`src/rtl/systolic_feeder.sv`:
```
// -----------------------------------------------------------------------------
// systolic_feeder
//
// Upstream stage of the systolic core. Activation rows are buffered in a small
// FIFO. One weight vector is accepted per job, and then the core's
// load/weights/activations inputs are driven. Lane i of every popped row is
// delayed by i extra cycles, so wavefronts enter the array diagonally. After
// the row marked last, zeros flush the array for 2*ARRAY_SIZE cycles, so the
// core's outputs can complete.
//
// Job sequence: IDLE -> LOAD -> STREAM -> DRAIN -> IDLE
//
// Parameters
//   ARRAY_SIZE  lanes (rows/cols of the core), >= 2
//   DATA_WIDTH  bits per activation/weight element
//   FIFO_DEPTH  activation-row FIFO entries, power of 2, >= 2
//
// Ports
//   clk          rising-edge clock
//   reset        synchronous, active-high; abandons any job in flight
//   in_valid     activation row offered
//   in_ready     FIFO can accept (not full); 0 while reset
//   in_data      row; lane i = in_data[i*DATA_WIDTH +: DATA_WIDTH]
//   in_last      marks the final row of a job (stored with the row)
//   w_valid      weight vector offered
//   w_ready      high only in IDLE
//   w_data       weight vector
//   load         1-cycle pulse to the core (LOAD state only)
//   weights      registered weight vector; held until the next IDLE handshake
//   activations  skewed activations to the core
//   busy         job in progress (state != IDLE)
//   done         1-cycle pulse on the final DRAIN cycle
//   row_count    (FEEDER_STATS_EN only) number of rows streamed in the current
//                or most recent job; saturates at 16'hFFFF
//
// Build option
//   `define FEEDER_STATS_EN  adds the row_count output and its counter.
// -----------------------------------------------------------------------------
module systolic_feeder #(
  parameter int ARRAY_SIZE = 8,
  parameter int DATA_WIDTH = 4,
  parameter int FIFO_DEPTH = 4
) (
  input  logic                             clk,
  input  logic                             reset,
  input  logic                             in_valid,
  output logic                             in_ready,
  input  logic [ARRAY_SIZE*DATA_WIDTH-1:0] in_data,
  input  logic                             in_last,
  input  logic                             w_valid,
  output logic                             w_ready,
  input  logic [ARRAY_SIZE*DATA_WIDTH-1:0] w_data,
  output logic                             load,
  output logic [ARRAY_SIZE*DATA_WIDTH-1:0] weights,
  output logic [ARRAY_SIZE*DATA_WIDTH-1:0] activations,
  output logic                             busy,
  output logic                             done
`ifdef FEEDER_STATS_EN
  ,
  output logic [15:0]                      row_count
`endif
);

  localparam int ROW_W   = ARRAY_SIZE * DATA_WIDTH;
  localparam int PTR_W   = $clog2(FIFO_DEPTH);
  localparam int CNT_W   = $clog2(FIFO_DEPTH + 1);
  localparam int DRAIN_W = $clog2(2 * ARRAY_SIZE + 1);

  typedef enum logic [1:0] {
    S_IDLE   = 2'd0,
    S_LOAD   = 2'd1,
    S_STREAM = 2'd2,
    S_DRAIN  = 2'd3
  } state_t;

  state_t state_reg, state_next;

  // ---------------------------------------------------------------------------
  // Activation FIFO. Each entry stores {last, row}.
  // The head entry is read combinationally. A row popped in cycle t must reach
  // lane 0 in cycle t+1, so a registered read would cost a cycle that the skew
  // timing does not allow.
  // ---------------------------------------------------------------------------
  logic [ROW_W:0]     fifo_mem [FIFO_DEPTH];
  logic [PTR_W-1:0]   wr_ptr_reg;
  logic [PTR_W-1:0]   rd_ptr_reg;
  logic [CNT_W-1:0]   count_reg;
  logic               fifo_full;
  logic               fifo_empty;
  logic               push;
  logic               pop;
  logic [ROW_W:0]     head_entry;
  logic [ROW_W-1:0]   head_row;
  logic               head_last;

  assign fifo_full  = (count_reg == CNT_W'(FIFO_DEPTH));
  assign fifo_empty = (count_reg == '0);

  // Ready depends only on the registered count. When the FIFO is full, a pop
  // in this cycle does not make room until the next cycle.
  assign in_ready   = !reset && !fifo_full;
  assign push       = in_valid && in_ready;

  assign head_entry = fifo_mem[rd_ptr_reg];
  assign head_row   = head_entry[ROW_W-1:0];
  assign head_last  = head_entry[ROW_W];

  always_ff @(posedge clk) begin
    if (push) begin
      fifo_mem[wr_ptr_reg] <= {in_last, in_data};
    end
  end

  // The pointers wrap naturally because FIFO_DEPTH is a power of two.
  always_ff @(posedge clk) begin
    if (reset) begin
      wr_ptr_reg <= '0;
      rd_ptr_reg <= '0;
      count_reg  <= '0;
    end else begin
      if (push) begin
        wr_ptr_reg <= wr_ptr_reg + PTR_W'(1);
      end
      if (pop) begin
        rd_ptr_reg <= rd_ptr_reg + PTR_W'(1);
      end
      case ({push, pop})
        2'b10:   count_reg <= count_reg + CNT_W'(1);
        2'b01:   count_reg <= count_reg - CNT_W'(1);
        default: count_reg <= count_reg;
      endcase
    end
  end

  // ---------------------------------------------------------------------------
  // Drain counter: loaded when the last row is popped, then counts down to 1.
  // ---------------------------------------------------------------------------
  logic [DRAIN_W-1:0] drain_cnt_reg;
  logic               drain_final;

  assign drain_final = (drain_cnt_reg == DRAIN_W'(1));

  always_ff @(posedge clk) begin
    if (reset) begin
      drain_cnt_reg <= '0;
    end else if (pop && head_last) begin
      drain_cnt_reg <= DRAIN_W'(2 * ARRAY_SIZE);
    end else if (state_reg == S_DRAIN) begin
      drain_cnt_reg <= drain_cnt_reg - DRAIN_W'(1);
    end
  end

  // ---------------------------------------------------------------------------
  // FSM: state register
  // ---------------------------------------------------------------------------
  always_ff @(posedge clk) begin
    if (reset) begin
      state_reg <= S_IDLE;
    end else begin
      state_reg <= state_next;
    end
  end

  // ---------------------------------------------------------------------------
  // FSM: next-state logic
  // ---------------------------------------------------------------------------
  always_comb begin
    state_next = state_reg;
    case (state_reg)
      S_IDLE:   if (w_valid)            state_next = S_LOAD;
      S_LOAD:                           state_next = S_STREAM;
      S_STREAM: if (pop && head_last)   state_next = S_DRAIN;
      S_DRAIN:  if (drain_final)        state_next = S_IDLE;
      default:                          state_next = S_IDLE;
    endcase
  end

  // ---------------------------------------------------------------------------
  // FSM: outputs. Everything here is forced low while reset is high, so a
  // job abandoned by reset never produces a stray load or done pulse.
  // ---------------------------------------------------------------------------
  always_comb begin
    w_ready = 1'b0;
    load    = 1'b0;
    busy    = 1'b0;
    done    = 1'b0;
    pop     = 1'b0;
    if (!reset) begin
      w_ready = (state_reg == S_IDLE);
      load    = (state_reg == S_LOAD);
      busy    = (state_reg != S_IDLE);
      done    = (state_reg == S_DRAIN) && drain_final;
      pop     = (state_reg == S_STREAM) && !fifo_empty;
    end
  end

  // ---------------------------------------------------------------------------
  // Weight register: captured on the IDLE handshake and held for the whole job.
  // ---------------------------------------------------------------------------
  always_ff @(posedge clk) begin
    if (reset) begin
      weights <= '0;
    end else if (w_valid && w_ready) begin
      weights <= w_data;
    end
  end

  // ---------------------------------------------------------------------------
  // Skew network: lane gi has gi+1 register stages.
  // When nothing is popped, the first stage loads zero. Bubbles and the drain
  // therefore flush the array with zeros.
  // ---------------------------------------------------------------------------
  for (genvar gi = 0; gi < ARRAY_SIZE; gi++) begin : g_lane
    logic [DATA_WIDTH-1:0] stage_reg [gi+1];

    always_ff @(posedge clk) begin
      if (reset) begin
        for (int k = 0; k <= gi; k++) begin
          stage_reg[k] <= '0;
        end
      end else begin
        stage_reg[0] <= pop ? head_row[gi*DATA_WIDTH +: DATA_WIDTH] : '0;
        for (int k = 1; k <= gi; k++) begin
          stage_reg[k] <= stage_reg[k-1];
        end
      end
    end

    assign activations[gi*DATA_WIDTH +: DATA_WIDTH] = stage_reg[gi];
  end

`ifdef FEEDER_STATS_EN
  // ---------------------------------------------------------------------------
  // Row statistics: cleared when a job starts, so after done the counter
  // reports the size of the job that just finished.
  // ---------------------------------------------------------------------------
  always_ff @(posedge clk) begin
    if (reset) begin
      row_count <= '0;
    end else if (state_reg == S_LOAD) begin
      row_count <= '0;
    end else if (pop && (row_count != 16'hFFFF)) begin
      row_count <= row_count + 16'd1;
    end
  end
`endif

endmodule

```
`config.mk`:
```
export PLATFORM = sky130hd
export DESIGN_NAME = systolic_feeder
export DESIGN_NICKNAME = d
export VERILOG_FILES = /design/src/rtl/systolic_feeder.sv
export SDC_FILE = /design/constraint.sdc
export NUM_CORES = 1
export LEC_CHECK = 0
export ABC_AREA = 1
export CORE_ASPECT_RATIO = 0.8
export CORE_MARGIN = 5
export CORE_UTILIZATION = 50
export CTS_CLUSTER_DIAMETER = 80
export CTS_CLUSTER_SIZE = 28
export DETAILED_ROUTE_END_ITERATION = 16
export PLACE_DENSITY_LB_ADDON = 0.12
export SLEW_MARGIN = 5
export SYNTH_ARGS = -nofsm -noshare
export SYNTH_HDL_FRONTEND = slang
export SYNTH_SLANG_ARGS = --single-unit
```
`constraint.sdc`:
```
create_clock -name clk -period 4 [get_ports clk]
set_input_delay 1.2 -clock clk [delete_from_list [all_inputs] [get_ports clk]]
set_output_delay 1.2 -clock clk [all_outputs]
set_load 0.02 [all_outputs]
```
Word-level counts from Yosys, hierarchy flattened
Memory sizes are Yosys's and may differ from the RTL's. A register that Yosys moved wholly into a read port is not among the register bits.
Cells that the tools add are included.
{ "word_totals": {"mem_bits_rw": 276, "reg_bits": 46, "memories": 9, "output_inout_bits": 69, "word_cells": 147, "input_bits": 69} }
{ "op_classes": {"n_eq_ne": 10, "n_reduce_logical": 17, "bitwise_logic": 35, "addsub": 5, "n_mux": 64} }
{ "mem_list": {"columns": ["name", "depth", "word_bits", "rd", "rd_ports_with_merged_regs", "wr", "line", "rtl"], "rows": [
  ["fifo_mem", 4, 33, 1, 1, 1, "84", "logic [ROW_W:0] fifo_mem [FIFO_DEPTH];"],
  ["g_lane[7].stage_reg", 8, 4, 8, 0, 8, "214", "logic [DATA_WIDTH-1:0] stage_reg [gi+1];"],
  ["g_lane[6].stage_reg", 7, 4, 7, 0, 7, "214", null],
  ["g_lane[5].stage_reg", 6, 4, 6, 0, 6, "214", null],
  ["g_lane[4].stage_reg", 5, 4, 5, 0, 5, "214", null],
  ["g_lane[3].stage_reg", 4, 4, 4, 0, 4, "214", null],
  ["+3 memories", null, null, null, null, null, null, null]
]} }
{ "ops": {"columns": ["cell", "n"], "rows": [
  ["two-way mux 4 bit", 44],
  ["bitwise OR 1 bit", 35],
  ["two-way mux 1 bit", 11],
  ["two-way mux 2 bit", 5],
  ["two-way mux 5 bit", 2],
  ["one-hot mux 2 bit (4 select lines)", 1],
  ["equality test 2 bit (second input constant)", 3],
  ["logical AND 1 bit", 6],
  ["inequality test 2 bit (second input constant)", 3],
  ["one-hot mux 3 bit (2 select lines)", 1],
  ["nonzero test 2 bit", 3],
  ["equality test 5 x 1 -> 1 bit (second input constant)", 1],
  ["subtractor 5 x 1 -> 5 bit (second input constant)", 1],
  ["adder 2 x 1 -> 2 bit (second input constant)", 2],
  ["equality test 2 x 1 -> 1 bit (second input constant)", 2],
  ["OR reduction 4 bit", 1],
  ["adder 3 x 1 -> 3 bit (second input constant)", 1],
  ["equality test 3 bit (second input constant)", 1],
  ["logical NOT 1 bit", 3],
  ["logical NOT 3 bit", 1],
  ["AND reduction 3 bit", 1],
  ["subtractor 3 x 1 -> 3 bit (second input constant)", 1],
  ["logical NOT 2 bit", 1],
  ["OR reduction 2 bit", 1]
]} }

Longest topological paths before layout
Gate-level depths: netlist of the first run.
{ "logic_depth": {"depth_word": 7, "depth_mapped": 11, "depth_no_buf": 11} }

Worst setup path before layout of the first run
No wires, ideal clock.
{ "synth_path": {"path_kind": "input -> register", "start": "input port reset", "end": "memory fifo_mem[0][0] (netlist name) (enable)", "cell_stages": 4, "required_ps": 3577, "path_buffers": 1, "setup_time_ps": 423, "setup_slack_ps": 363, "t_arrival_ps": 3214, "cell_sequence": "buf_2 > a21oi_2 > nand2_2 > nor2_1"} }
{ "synth_between": {"elab_chain_cells": 5} }
{ "synth_lines": {"columns": ["element", "line", "rtl"], "rows": [
  ["from (decl)", "45", "input logic reset,"],
  ["logical NOT 1 bit", null, null],
  ["logical AND 1 bit", "101", "assign in_ready = !reset && !fifo_full;"],
  ["named net in_ready", "47", "output logic in_ready,"],
  ["logical AND 1 bit", "102", "assign push = in_valid && in_ready;"],
  ["two-way mux 1 bit", "109", "if (push) begin"],
  ["two-way mux 1 bit (implied by the code)", "110", "fifo_mem[wr_ptr_reg] <= {in_last, in_data};"],
  ["to (decl)", "84", null]
]} }
The timed path passes the listed nets, and every way through them passes these cells.

Worst setup path after layout of the first run
{ "layout_path": {"start": "input port reset", "end": "output port done"} }
{ "layout_between": {"elab_chain_cells": 1} }
{ "layout_lines": {"columns": ["element", "line", "rtl"], "rows": [
  ["two-way mux 1 bit", "188", "if (!reset) begin"],
  ["to (decl)", "57", "output logic done"]
]} }
Every way passes these cells.

==> results of run 1 <==
[how the worst max path moves through the flow]
stage           from  slack [ns]                  endpoint  cells after the start
3_5_place_dp   reset        0.63                      done                      3
2_1_floorplan  reset        0.36  fifo_mem[0][0]$_DFFE_PP_                      4
4_1_cts        reset        0.63                      done                      3
3_3_place_gp   reset        0.65                      done                      3
5_1_grt        reset        0.56                      done                      3
6_report       reset        0.63                      done                      3
[power by group]
part	total [W]	internal [W]	leakage (nW)	switching (W)
combinational	0.000758	0.000315	1.64	0.000443
clock	0.00167	0.000711	0.204	0.000959
sequential	0.00365	0.00359	2.75	0.0000660
total	0.00608	0.00461	4.60	0.00147
[routing by layer]
| metal | routed length (µm) | part of all wire |
|---|---|---|
| met4 | 333 | 0.017 |
| met3 | 888 | 0.045 |
| met2 | 9200 | 0.47 |
| met5 | 0 | 0 |
| met1 | 9260 | 0.47 |
[through the flow]
step	cell area [µm²]	setup slack, ns	utilization	hold slack, ns	instances
2_1_floorplan	11100	0.363	-	0.388	1052
3_3_place_gp	12500	0.654	0.577	0.389	1431
3_5_place_dp	12500	0.631	0.577	0.392	1431
4_1_cts	12900	0.632	0.596	0.406	1455
5_1_grt	12900	0.558	0.596	0.422	1455
6_report	12900	0.628	0.596	0.406	1455
[cell usage after synthesis (all sizes together)]
master	n	area (µm²)
o21ai	104	521
nor2	257	965
dfxtp	192	3840
inv	143	537
nand3	5	25.0
a21oi	49	264
buf	52	372
and3	1	6.26
ha	12	150
nand2	83	322
xor2	1	8.76
or2	1	6.26
edfxtp	132	3960
clkbuf	16	61.3
fa	1	20.0
nor3	2	10.0
o31ai	1	7.51
[logic make-up (layout without fill, tap and decap cells)]
logic type	Yosys count	count (layout)	synth area share
adders and majority gates	13	13	0.0154
AOI/OAI and AO/OA	154	154	0.0715
DFF	324	324	0.705
xor gates and xnor gates	1	1	0.000790
buffers and inverters	211	314	0.0875
and+or+nand+nor	349	349	0.120
[worst max-delay path: cells and delay by family]
kind                   cells  cell delay, ns
buffers and inverters      2            0.79
AND/OR/NAND/NOR            1            0.19
[final cells by class]
class	instances	area share
Clock inverter	3	0.00145
Sequential cell	324	0.605
Timing Repair Buffer	147	0.112
Clock buffer	21	0.0308
Multi-Input combinational cell	517	0.181
Inverter	143	0.0415
Tap cell	300	0.0291
==> results by group, run 1 <==
Worst setup path
  – Data arrival time of the critical path: 2.17 ns
  – Category of the most critical setup path: in2out
  – Largest stage delay, worst path: 0.64 ns
  – Kind of start point of the critical path: input port
  – Critical path required time: 2.80 ns
  – Depth of the worst register-to-register path: 10
  – Critical register-to-register path endpoint: count_reg[2]$_SDFFE_PP0P_
  – Slowest cell on crit path: sky130_fd_sc_hd__clkdlybuf4s50_1
  – Ordered list of cells on the worst path: buf_4, nor3_1, clkdlybuf4s50_1
  – Worst r2r src: count_reg[0]$_SDFFE_PP0P_
  – Reg2reg setup slack: 1.73 ns
  – Kind of end point of the critical path: output pin
  – Worst-path fanout max: 7

Timing
  – Time the worst path needs with I/O delays and setup: 3.37 ns
  – Least-Margin Pin Slew: 1.09 ns
  – Slew headroom: 0.274
  – Final total negative setup slack: 0 ns
  – Number of failing hold endpoints at the final stage: 0
  – Count of endpoints failing setup in the final report: 0
  – Max Transition Viols Final: 0
  – Setup repair after global routing missed its margin: no
  – Worst clock skew on the final layout: 0.0132 ns
  – Achievable frequency: 297 MHz
  – Post-route clock period utilization: 0.843

Logic synthesis
  – Cell variety after synth: 26
  – YS warnings: 0
  – Sequential fraction of the synthesis area: 0.705
  – Register bit count reported by yosys: 324
  – Synth Net Count: 1134
  – Number of instances in the synthesized netlist: 1052
  – Cell area after technology mapping: 0.0111 mm²
  – Syn avg cell area: 10.5 µm²

Floorplan
  – Number of top-level design ports: 138
  – Full die area: 0.0253 mm²
  – Horiz. Die Dim: 176 µm
  – Row count: 48
  – Effective utilization at floorplan: 0.511
  – Die height: 143 µm
  – Placeable core region: 0.0217 mm²

Drt
  – ANT nets after route: 0
  – Iteration-0 DRC count of the detailed router: 356
  – Total wirelength of the detailed-routed design: 19700 µm
  – Routed via count: 6621
  – 1st-pass router iterations: 4
  – DRC errors left: 0
  – Mean number of vias per cell: 4.55
  – Wire length per cell: 13.5 µm

GRT
  – Most heavily used metal layer in global routing: met2
  – Met2 routing resource usage after global routing: 0.258
  – Met3 Usage GRT: 0.0267
  – Vias in the first global route: 6380
  – Maximum number of pins on one net before global-route repair: 67
  – Overflow left after global routing: 0
  – Antenna violations before repair: 0
  – Wire length of the first global-routing pass: 32500 µm
  – Met1 usage in global routing: 0.223
  – GRT Overall Usage: 0.157

Run
  – Reported max-cap violation count: 0

Cells and area
  – Final nets: 1230
  – Synthesis-to-finish area growth: 16.6%
  – Number of fillers in the final layout: 1825
  – Max FFs per register: 144
  – Most frequent standard cell in the layout excluding fill and tap cells: sky130_fd_sc_hd__nor2_1
  – Commonest cells after routing, fill and taps aside: sky130_fd_sc_hd__nor2_1 (253), sky130_fd_sc_hd__dfxtp_1 (190), sky130_fd_sc_hd__inv_1 (139)
  – Area of the multi-input gates: 0.00234 mm²
  – Diodes inserted: 0
  – Layout cells sized above 1: 0.0416
  – Combined flip-flop and latch cell area: 0.00781 mm²

Clock tree
  – Hold_buf cts: 0
  – Clock sink total: 324
  – PostCTS Resize Cnt: 0
  – Clock latency at the later pin of the worst-skew pair: 0.49 ns
  – Number of H-tree levels: 1
  – Clock buffer depth: 3
  – Clock Pin Slew Worst Setup and Hold Paths: 0.10 ns
  – Num CTS Buffers: 15
  – Clock tree root driver cell: sky130_fd_sc_hd__clkbuf_16
  – Buffers inserted by post-CTS timing repair: 0
  – CTS tree: built

Power
  – Total power consumption of the routed design: 0.00608 W
  – Worst voltage drop across the vdd grid: 290 µV
  – Power per Cell Area: 471 mW/mm²
  – Static Leakage: 4.60 nW

Placement
  – GPL Wtd Cong: 0.720
  – Number of port buffers: 137
  – Post-DP HPWL: 11700 µm

Worst hold path
  – Hold Path Sink: g_lane[7].stage_reg[1][5]$_SDFF_PP0_
  – Min-delay worst type: reg2reg
  – Cell depth of the worst min-delay path: 2
  – Hold path startpoint: g_lane[7].stage_reg[1][1]$_SDFF_PP0_

Outcome
  – Outcome: complete, no violations
Note: power is estimated with default switching activity, not from simulation.
==> run 2, diff against run 1 <==
--- a/config.mk
+++ b/config.mk
@@ -8,7 +8,7 @@
 export ABC_AREA = 1
 export CORE_ASPECT_RATIO = 0.8
 export CORE_MARGIN = 5
-export CORE_UTILIZATION = 50
+export CORE_UTILIZATION = 49
 export CTS_CLUSTER_DIAMETER = 80
 export CTS_CLUSTER_SIZE = 28
 export DETAILED_ROUTE_END_ITERATION = 16
==> constraint.sdc (replaced) <==
create_clock -name clk -period 2.9 [get_ports clk]
set_input_delay 0.87 -clock clk [delete_from_list [all_inputs] [get_ports clk]]
set_output_delay 0.87 -clock clk [all_outputs]
set_load 0.02 [all_outputs]
==> run 2 against run 1 <==
Compared with the run above:
- via count down 0.95%
- setup slack worse by 0.51 ns
- clock power up 38%
- register-to-register slack worse by 0.97 ns
- clock skew about the same
- largest power group unchanged
- highest routed layer is now met5
- sequential cell count unchanged
- cell area up 0.70%
- sequential share of layout area down 0.43 points
- total power up 38%
- routed wire length up 0.15%
- first-iteration DRC count up 28%
==> results by group, run 2 (synthesis gave the netlist of run 1 again) <==
Outcome
  – Outcome: complete, no violations

Worst hold path
  – Hold Path Sink: g_lane[6].stage_reg[0][9]$_SDFF_PP0_
  – Min-delay worst type: reg2reg
  – Cell depth of the worst min-delay path: 2
  – Hold path startpoint: g_lane[6].stage_reg[0][5]$_SDFF_PP0_

Cells and area
  – Final nets: 1235
  – Most frequent standard cell in the layout excluding fill and tap cells: sky130_fd_sc_hd__nor2_1
  – Number of standard cells in the final layout excluding fillers: 1466
  – Synthesis-to-finish area growth: 17.4%
  – Commonest cells after routing, fill and taps aside: sky130_fd_sc_hd__nor2_1 (253), sky130_fd_sc_hd__dfxtp_1 (191), sky130_fd_sc_hd__inv_1 (139)
  – Max FFs per register: 144
  – Layout cells sized above 1: 0.0440
  – Diodes inserted: 0
  – End-of-flow core utilization: 0.581
  – Number of fillers in the final layout: 1906
  – Area of the multi-input gates: 0.00234 mm²
  – Combined flip-flop and latch cell area: 0.00781 mm²

Timing
  – Setup repair after global routing missed its margin: no
  – Worst clock skew on the final layout: 0.0128 ns
  – Least-Margin Pin Slew: 1.11 ns
  – Slew headroom: 0.261
  – Final total negative setup slack: 0 ns
  – Final setup slack of the worst path: 0.113 ns
  – Achievable frequency: 359 MHz
  – Post-route clock period utilization: 0.961
  – Time the worst path needs with I/O delays and setup: 2.79 ns
  – Number of failing hold endpoints at the final stage: 0
  – Count of endpoints failing setup in the final report: 0
  – Max Transition Viols Final: 0

Drt
  – ANT nets after route: 0
  – Routed via count: 6558
  – DRC errors left: 0
  – 1st-pass router iterations: 4
  – Mean number of vias per cell: 4.47
  – Wire length per cell: 13.4 µm
  – Total wirelength of the detailed-routed design: 19700 µm
  – Iteration-0 DRC count of the detailed router: 456

Worst setup path
  – Slowest cell on crit path: sky130_fd_sc_hd__clkdlybuf4s50_1
  – Worst r2r src: state_reg[0]$_SDFFE_PP0P_
  – Worst-path fanout max: 4
  – Reg2reg setup slack: 0.76 ns
  – Data arrival time of the critical path: 1.92 ns
  – Kind of end point of the critical path: output pin
  – Depth of the worst register-to-register path: 11
  – Category of the most critical setup path: reg2out
  – Critical register-to-register path endpoint: count_reg[2]$_SDFFE_PP0P_
  – Kind of start point of the critical path: flop
  – Ordered list of cells on the worst path: inv_1, ha_1, nor2_1, clkdlybuf4s50_1
  – Largest stage delay, worst path: 0.61 ns
  – Critical path required time: 2.03 ns

Clock tree
  – Clock buffer depth: 3
  – Number of H-tree levels: 1
  – Clock tree root driver cell: sky130_fd_sc_hd__clkbuf_16
  – Clock sink total: 324
  – Num CTS Buffers: 15
  – CTS tree: built
  – Clock latency at the later pin of the worst-skew pair: 0.49 ns
  – Clock Pin Slew Worst Setup and Hold Paths: 0.10 ns

Power
  – Worst voltage drop across the vdd grid: 328 µV
  – Total power consumption of the routed design: 0.00841 W
  – Power per Cell Area: 647 mW/mm²
  – Static Leakage: 4.65 nW

GRT
  – Wire length of the first global-routing pass: 32100 µm
  – GRT Overall Usage: 0.154
  – Overflow left after global routing: 0
  – Antenna violations before repair: 1
  – Maximum number of pins on one net before global-route repair: 113
  – Vias in the first global route: 6096

Run
  – Reported max-cap violation count: 0

Floorplan
  – Row count: 49
  – Effective utilization at floorplan: 0.495
  – Horiz. Die Dim: 178 µm
  – Placeable core region: 0.0224 mm²
  – Full die area: 0.0257 mm²
  – Number of top-level design ports: 138
  – Die height: 145 µm

Placement
  – GPL Wtd Cong: 0.703
  – Worst setup slack before clock tree synthesis: 0.211 ns
  – Cell count after placement: 1442
  – Number of port buffers: 137
  – Post-DP HPWL: 11800 µm
==> run 2: cell count changes in the layout (fill, tap and decap cells not counted), sizes merged <==
cell and delta:
dlymetal6s2s +1, clkbuf +2, clkdlybuf4s50 -2, inv +1
buf +5, clkinv -3, dlygate4sd2 +1
==> run 2: what timing repair did <==
action                                  in CTS  in global routing
gates resized for setup                      1                  1
endpoints found under the setup margin       1                  1
setup buffers                                0                  0
hold buffers                                 0                  0
==> run 2: final cells by class <==
class                      count  share of cell area
sequential                   324               0.600
multi-input combinational    517               0.180
timing repair buffer         152               0.117
inverter                     143              0.0413
clock buffer                  23              0.0319
tap                          306              0.0294
clock inverter                 1            0.000673
==> run 2: worst max path at each step <==
stage | slack (ns) | startpoint | endpoint
after floorplan | -0.41 | reset | fifo_mem[0][0]$_DFFE_PP_
after global placement | 0.21 | reset | done
after detailed placement | 0.21 | reset | done
after CTS | 0.06 | state_reg[0]$_SDFFE_PP0P_ | w_ready
after global routing | 0.003 | state_reg[1]$_SDFFE_PP0P_ | busy
final | 0.11 | state_reg[0]$_SDFFE_PP0P_ | busy
==> run 2: through the flow <==
stage	area [µm²]	hold WS, ns
floorplan	11100	0.388
global placement	12600	0.389
detailed placement	12600	0.392
CTS	13000	0.393
global route	13000	0.416
finish	13000	0.397
==> run 2: critical path: cells and delay by family, from the launching register on <==
family	cells	cell delay, ns
flip-flops	1	0.37
AND/OR/NAND/NOR	1	0.10
buffers and inverters	2	0.72
adder cells (fa/ha/maj)	1	0.25
==> run 2: metal layers <==
metal  track usage  vias up  routed length, µm
li1              -     3467                  -
met1         0.221     2933               9120
met2         0.249      134               9040
met3        0.0267       22               1230
met4        0.0313        2                301
met5             0        -                 13
==> run 2: report_power, final <==
| part | total (W) | switching [W] | internal (W) |
|---|---|---|---|
| Clock | 0.00231 | 0.00130 | 0.00101 |
| Sequential | 0.00504 | 0.0000931 | 0.00495 |
| Combinational | 0.00106 | 0.000615 | 0.000445 |
